<file path="src/rtl/gcd_arbiter.sv">
// gcd_arbiter: round-robin front end sharing one binary (Stein) GCD engine.
// Optional macro GCD_ARB_CYCLE_COUNT_EN adds the rsp_cycles latency output.
module gcd_arbiter #(
    parameter int N   = 4,
    parameter int W   = 8,
    parameter int IDW = $clog2(N)
) (
    input  logic           clk,
    input  logic           rst_n,
    input  logic [N-1:0]   req_valid,
    input  logic [N*W-1:0] req_u,
    input  logic [N*W-1:0] req_v,
    output logic [N-1:0]   req_ready,
    output logic           rsp_valid,
    output logic [W-1:0]   rsp_gcd,
    output logic [IDW-1:0] rsp_id,
    input  logic           rsp_ready,
`ifdef GCD_ARB_CYCLE_COUNT_EN
    output logic           busy,
    output logic [7:0]     rsp_cycles
`else
    output logic           busy
`endif
);

    localparam int KW = $clog2(W) + 1;

    typedef enum logic [1:0] {
        IDLE,
        SHIFT,
        REDUCE,
        DONE
    } state_t;

    state_t         r_state;
    state_t         w_state_nx;
    logic [IDW-1:0] r_rr_ptr;
    logic [IDW-1:0] r_id;
    logic [W-1:0]   r_x;
    logic [W-1:0]   r_y;
    logic [W-1:0]   r_res;
    logic [KW-1:0]  r_k;

    logic [N-1:0]   w_grant;
    logic [IDW-1:0] w_gidx;
    logic           w_found;
    int             w_j;
    logic           w_accept;
    logic [W-1:0]   w_u;
    logic [W-1:0]   w_v;
    logic           w_zero;
    logic           w_even2;
    logic           w_hit;
    logic [W-1:0]   w_rx;
    logic [W-1:0]   w_ry;

    // Round-robin scan from r_rr_ptr; grant only while idle and out of reset
    always_comb begin
        w_grant = '0;
        w_gidx  = '0;
        w_found = 1'b0;
        w_j     = 0;
        if (rst_n && r_state == IDLE) begin
            for (int i = 0; i < N; i++) begin
                w_j = int'(r_rr_ptr) + i;
                if (w_j >= N) w_j = w_j - N;
                if (!w_found && req_valid[IDW'(w_j)]) begin
                    w_grant[IDW'(w_j)] = 1'b1;
                    w_gidx             = IDW'(w_j);
                    w_found            = 1'b1;
                end
            end
        end
    end

    assign req_ready = w_grant;
    assign w_accept  = |w_grant;
    assign w_u       = req_u[w_gidx*W +: W];
    assign w_v       = req_v[w_gidx*W +: W];
    assign w_zero    = (w_u == '0) || (w_v == '0);
    assign w_even2   = !r_x[0] && !r_y[0];

    // One Stein reduction step on the current x/y pair
    always_comb begin
        w_rx  = r_x;
        w_ry  = r_y;
        w_hit = 1'b0;
        if (!r_x[0]) begin
            w_rx = r_x >> 1;
        end else if (!r_y[0]) begin
            w_ry = r_y >> 1;
        end else if (r_x == r_y) begin
            w_hit = 1'b1;
        end else if (r_x > r_y) begin
            w_rx = (r_x - r_y) >> 1;
        end else begin
            w_ry = (r_y - r_x) >> 1;
        end
    end

    // State register
    always_ff @(posedge clk or negedge rst_n) begin
        if (!rst_n) r_state <= IDLE;
        else        r_state <= w_state_nx;
    end

    // Next state; leaving SHIFT folds in the first reduce step,
    // so gcd(1,1) responds two cycles after accept
    always_comb begin
        w_state_nx = r_state;
        case (r_state)
            IDLE: begin
                if (w_accept) w_state_nx = w_zero ? DONE : SHIFT;
            end
            SHIFT: begin
                if (!w_even2) w_state_nx = w_hit ? DONE : REDUCE;
            end
            REDUCE: begin
                if (w_hit) w_state_nx = DONE;
            end
            DONE: begin
                if (rsp_ready) w_state_nx = IDLE;
            end
            default: w_state_nx = IDLE;
        endcase
    end

    // Operand capture, engine datapath and result/owner registers
    always_ff @(posedge clk or negedge rst_n) begin
        if (!rst_n) begin
            r_rr_ptr <= '0;
            r_id     <= '0;
            r_x      <= '0;
            r_y      <= '0;
            r_k      <= '0;
            r_res    <= '0;
        end else begin
            case (r_state)
                IDLE: begin
                    if (w_accept) begin
                        r_x  <= w_u;
                        r_y  <= w_v;
                        r_k  <= '0;
                        r_id <= w_gidx;
                        r_rr_ptr <= (w_gidx == IDW'(N - 1)) ?
                                    '0 : w_gidx + 1'b1;
                        if (w_zero) r_res <= w_u | w_v;
                    end
                end
                SHIFT: begin
                    if (w_even2) begin
                        r_x <= r_x >> 1;
                        r_y <= r_y >> 1;
                        r_k <= r_k + 1'b1;
                    end else begin
                        r_x <= w_rx;
                        r_y <= w_ry;
                        if (w_hit) r_res <= r_x << r_k;
                    end
                end
                REDUCE: begin
                    r_x <= w_rx;
                    r_y <= w_ry;
                    if (w_hit) r_res <= r_x << r_k;
                end
                default: ;
            endcase
        end
    end

`ifdef GCD_ARB_CYCLE_COUNT_EN
    logic [7:0] r_cyc;

    // Clocks from accept (counted as 1) to DONE entry, saturating
    always_ff @(posedge clk or negedge rst_n) begin
        if (!rst_n) begin
            r_cyc <= '0;
        end else if (w_accept) begin
            r_cyc <= 8'd1;
        end else if ((r_state == SHIFT || r_state == REDUCE)
                     && r_cyc != 8'hFF) begin
            r_cyc <= r_cyc + 8'd1;
        end
    end

    assign rsp_cycles = r_cyc;
`endif

    assign rsp_valid = (r_state == DONE);
    assign rsp_gcd   = r_res;
    assign rsp_id    = r_id;
    assign busy      = (r_state != IDLE);

endmodule
</file>
<file path="config.mk">
export PLATFORM = sky130hd
export DESIGN_NAME = gcd_arbiter
export DESIGN_NICKNAME = d
export VERILOG_FILES = /design/src/rtl/gcd_arbiter.sv
export SDC_FILE = /design/constraint.sdc
export NUM_CORES = 1
export LEC_CHECK = 0
export BUFFER_PORTS_ARGS = -buffer_cell sky130_fd_sc_hd__buf_2
export CORE_UTILIZATION = 51
export DETAILED_ROUTE_END_ITERATION = 12
export PLACE_DENSITY = 0.84
export SETUP_SLACK_MARGIN = 0.02
export SLEW_MARGIN = 25
export SYNTH_ARGS = -nofsm -noshare
export SYNTH_HDL_FRONTEND = slang
export SYNTH_SLANG_ARGS = --single-unit
</file>
<file path="constraint.sdc">
create_clock -name clk -period 4.1 [get_ports clk]
set_clock_uncertainty 0.05 [all_clocks]
set_input_delay 0.205 -clock clk [delete_from_list [all_inputs] [get_ports clk]]
set_output_delay 0.205 -clock clk [all_outputs]
set_load 0.005 [all_outputs]
</file>
==> flow_metrics.py <==
metrics = {
    "synthesis": {
        "synth-edff-count": 0,
        "synth_top_area_share_pct": 19.96,
        "yosys_warnings": 0,
        "synthDistinctLibCells": 71,
        "synth_top_area_cell": "dfrtp_1",
        "synth_area_per_cell_um2": 8.151,
        "ys_ff_latch": 34,
        "synth_area_um2": 4263,
        "yosys_most_used_dff": "dfrtp_1",
        "syn_nets": 626,
        "async_reset_ff_share_pct": 100.0,
        "synth.area.top_cells": "dfrtp_1 20%, ha_1 8.8%, mux2i_1 6.6%",
        "ys_seq_area_share_pct": 19.96,
        "netlist_instances": 523,
    },
    "placement": {
        "io_buffers": 86,
        "gp_congestion": 0.9422,
        "numPlacedInstances": 695,
        "dp.final_hpwl_um": 10040,
    },
    "sta": {
        "slew_viol_final": 0,
        "max_freq_mhz": 257.8,
        "setup_viol": 0,
        "final-hold-violation-count": 0,
        "grt_setup_unrepaired": "false",
        "worst_pin_slew_ps": 891.8,
        "timing.final.crit_share_pct": 94.61,
        "max-slew-margin-rel_pct": 40.09,
        "final.setup.tns_ps": 0,
        "period_needed_ps": 3879,
    },
    "layout": {
        "finalNonFillerCells": 706,
        "final_nets": 706,
        "mostFrequentLayoutCell": "buf_2",
        "mostFrequentLayoutCells": "86 x buf_2, 57 x nor2_1, 44 x a21oi_1",
        "drive_above_1_share_pct": 25.83,
        "seqCellArea_um2": 850.8,
        "multi_input_area_um2": 3142,
        "fillCellCount": 682,
        "area_growth_pct": 15.91,
        "diodes": 0,
    },
    "floorplan": {
        "start_util_pct": 54.05,
        "num_io_pins": 87,
        "die_area_um2": 8728,
        "die_h_um": 93.43,
        "die_w_um": 93.43,
        "core_um2": 7888,
        "num_rows": 32,
    },
    "power_and_ir_drop": {
        "vdd_ir_drop_max_mv": 0.2811,
        "p_leak_uw": 0.002208,
        "p_per_area_nw_per_um2": 864.8,
    },
    "routing": {
        "route.detailed.drc": 0,
        "routedWlPerCell_um": 18.37,
        "top_layer": "met4",
        "antenna_left": 0,
        "vias": 4550,
        "wl_met2_um": 6126,
        "routed_wl_um": 12970,
        "wirelength_met1_um": 5307,
        "drtPass1Iterations": 5,
        "vias_per_cell": 6.445,
        "route.met3.wl_um": 1001,
        "drt_first_iter_violations": 550,
    },
    "critical_path": {
        "regToRegStartpoint": "r_rr_ptr[1]",
        "cp_slowest_cell": "mux4_2",
        "cp_top_family": "multiplexers",
        "criticalPathCategory": "reg -> reg",
        "worstPathArrival_ps": 3980,
        "worstPathRequired_ps": 4200,
        "critical_path.startpoint_type": "flip-flop",
        "cpPeakStageDelay_ps": 600,
        "reg2reg_to": "r_x[1]",
        "rr_worst_depth": 10,
        "worst-path-buf-inv": 2,
        "cp_cell_sequence": "inv_1 -> ha_1 -> mux4_2 -> or4_4 -> o211ai_4 -> buf_12 -> mux4_1 -> and2_1 -> a2111oi_2 -> a21oi_1",
        "crit_path_end_kind": "flip-flop",
        "r2r_slack_ps": 220,
        "worstPathMaxFanout": 23,
    },
    "hold_path": {
        "min_to": "r_state[0]",
        "holdPathStages": 5,
        "worstHoldStart": "rsp_ready",
        "min_path_type": "in -> reg",
    },
    "clocking": {
        "root_buffer": "clkbuf_8",
        "clkTransAtPathRegs_ps": 70,
        "h-tree-depth": 2,
        "cts_buffer_depth": 2,
        "clk_latency_ps": 290,
        "cts_buffers": 5,
        "cts_tree": "built",
        "numClockSinks": 34,
    },
    "grt": {
        "grt_max_degree": 36,
        "antenna_found_initial": 0,
        "grt_pass1_wl_um": 21320,
        "grt_pass1_vias": 4318,
        "grt-ovfl-total": 0,
        "grtUsageTotal_pct": 30.92,
    },
    "outcome": {
        "status": "finished, final reports clean",
    },
    "run": {
        "cap_violations": 0,
    },
}
registers in the layout (all words and copies together), names as in the netlist:
signal,cells
r_k,4
r_rr_ptr,2
r_state,2
r_x,8
r_y,8
rsp_gcd,8
rsp_id,2
timing repair:
action | CTS | global route
gates resized for setup | 0 | 2
buffers inserted | 0 | 1
endpoints found under the hold margin | 34 | 0
setup endpoints to repair | 0 | 9
hold buffers | 1 | 0
cell type report:
cell class                      instances  area share [%]
Clock buffer                            7           1.747
Clock inverter                          1          0.1013
Inverter                               35           2.659
Multi-Input combinational cell        424           63.59
Sequential cell                        34           17.22
Tap cell                              102           2.583
Timing Repair Buffer                  103           12.10
cell families after synthesis:
group | share of synthesized area [%]
AO/OA/AOI/OAI | 25.71
AND/OR/NAND/NOR | 17.76
buffers and inverters | 6.780
multiplexers | 18.20
flip-flops | 19.96
adder cells (fa/ha/maj) | 9.745
XOR/XNOR | 1.849
through the flow:
| step | worst slack (ps) | cell area, um^2 | hold WS [ps] | power [uW] | utilization (%) |
|---|---|---|---|---|---|
| 2_1_floorplan | 200.6 | 4263 | -140.6 | 3041 | - |
| 3_3_place_gp | 285.0 | 4801 | 227.3 | 3708 | 60.87 |
| 3_5_place_dp | 147.6 | 4801 | 235.3 | 3823 | 60.87 |
| 4_1_cts | 113.9 | 4902 | 359.0 | 4104 | 62.15 |
| 5_1_grt | 33.59 | 4941 | 450.9 | 4599 | 62.64 |
| 6_report | 221.0 | 4941 | 368.3 | 4273 | 62.64 |
worst register-to-register path, cell delays in order, from the launching register on:
cell and delay [ps]:
dfrtp_1 350, inv_1 120, ha_1 360, mux4_2 600, or4_4 560, o211ai_4 230
buf_12 240, mux4_1 550, and2_1 210, a2111oi_2 370, a21oi_1 100
Yosys cell counts (3+ instances only):
master	count
a21boi_0	3
buf_4	3
o21ai_0	27
a211oi_1	8
a32oi_1	3
inv_1	35
or3_1	3
a21oi_1	44
dfrtp_1	34
xnor2_1	7
o21a_1	4
clkbuf_1	17
buf_6	3
mux2_4	7
o31ai_1	4
nand2_1	40
ha_1	30
mux2_2	15
o41ai_1	3
and2_1	5
a31oi_1	7
nand4_1	3
o22ai_1	9
o21ai_1	11
mux4_2	7
nand3_1	8
nor2b_1	8
buf_2	6
a21o_1	9
nor2_1	57
mux2i_1	28
nand2b_1	3
nor4_1	6
o221ai_1	6
nor3_1	13
report_power, final:
| group | switching (uW) | internal (uW) | leakage, uW | total (uW) |
|---|---|---|---|---|
| combinational | 1870 | 1390 | 0.00174 | 3260 |
| sequential | 237 | 504 | 0.000419 | 741 |
| clock | 131 | 136 | 0.0000482 | 267 |
| total | 2240 | 2030 | 0.00221 | 4270 |
per-layer routing:
layer / vias up / GRT usage, %
li1: 2086 / -
met1: 2121 / 39.91
met2: 285 / 51.84
met3: 58 / 5.041
met4: 0 / 11.67
met5: - / 0
worst max-delay path by stage:
stage / cells after the start / slack, ps / startpoint / end
finish: 10 / 220 / r_rr_ptr[1] / r_x[1]
global route: 10 / 30 / r_rr_ptr[1] / r_x[1]
CTS: 11 / 110 / r_rr_ptr[1] / rsp_gcd[5]
detailed placement: 11 / 150 / r_rr_ptr[1] / rsp_gcd[5]
global placement: 11 / 290 / r_rr_ptr[1] / rsp_gcd[6]
floorplan: 13 / 200 / r_rr_ptr[1] / rsp_gcd[0]
(Power assumes the default switching activity.)
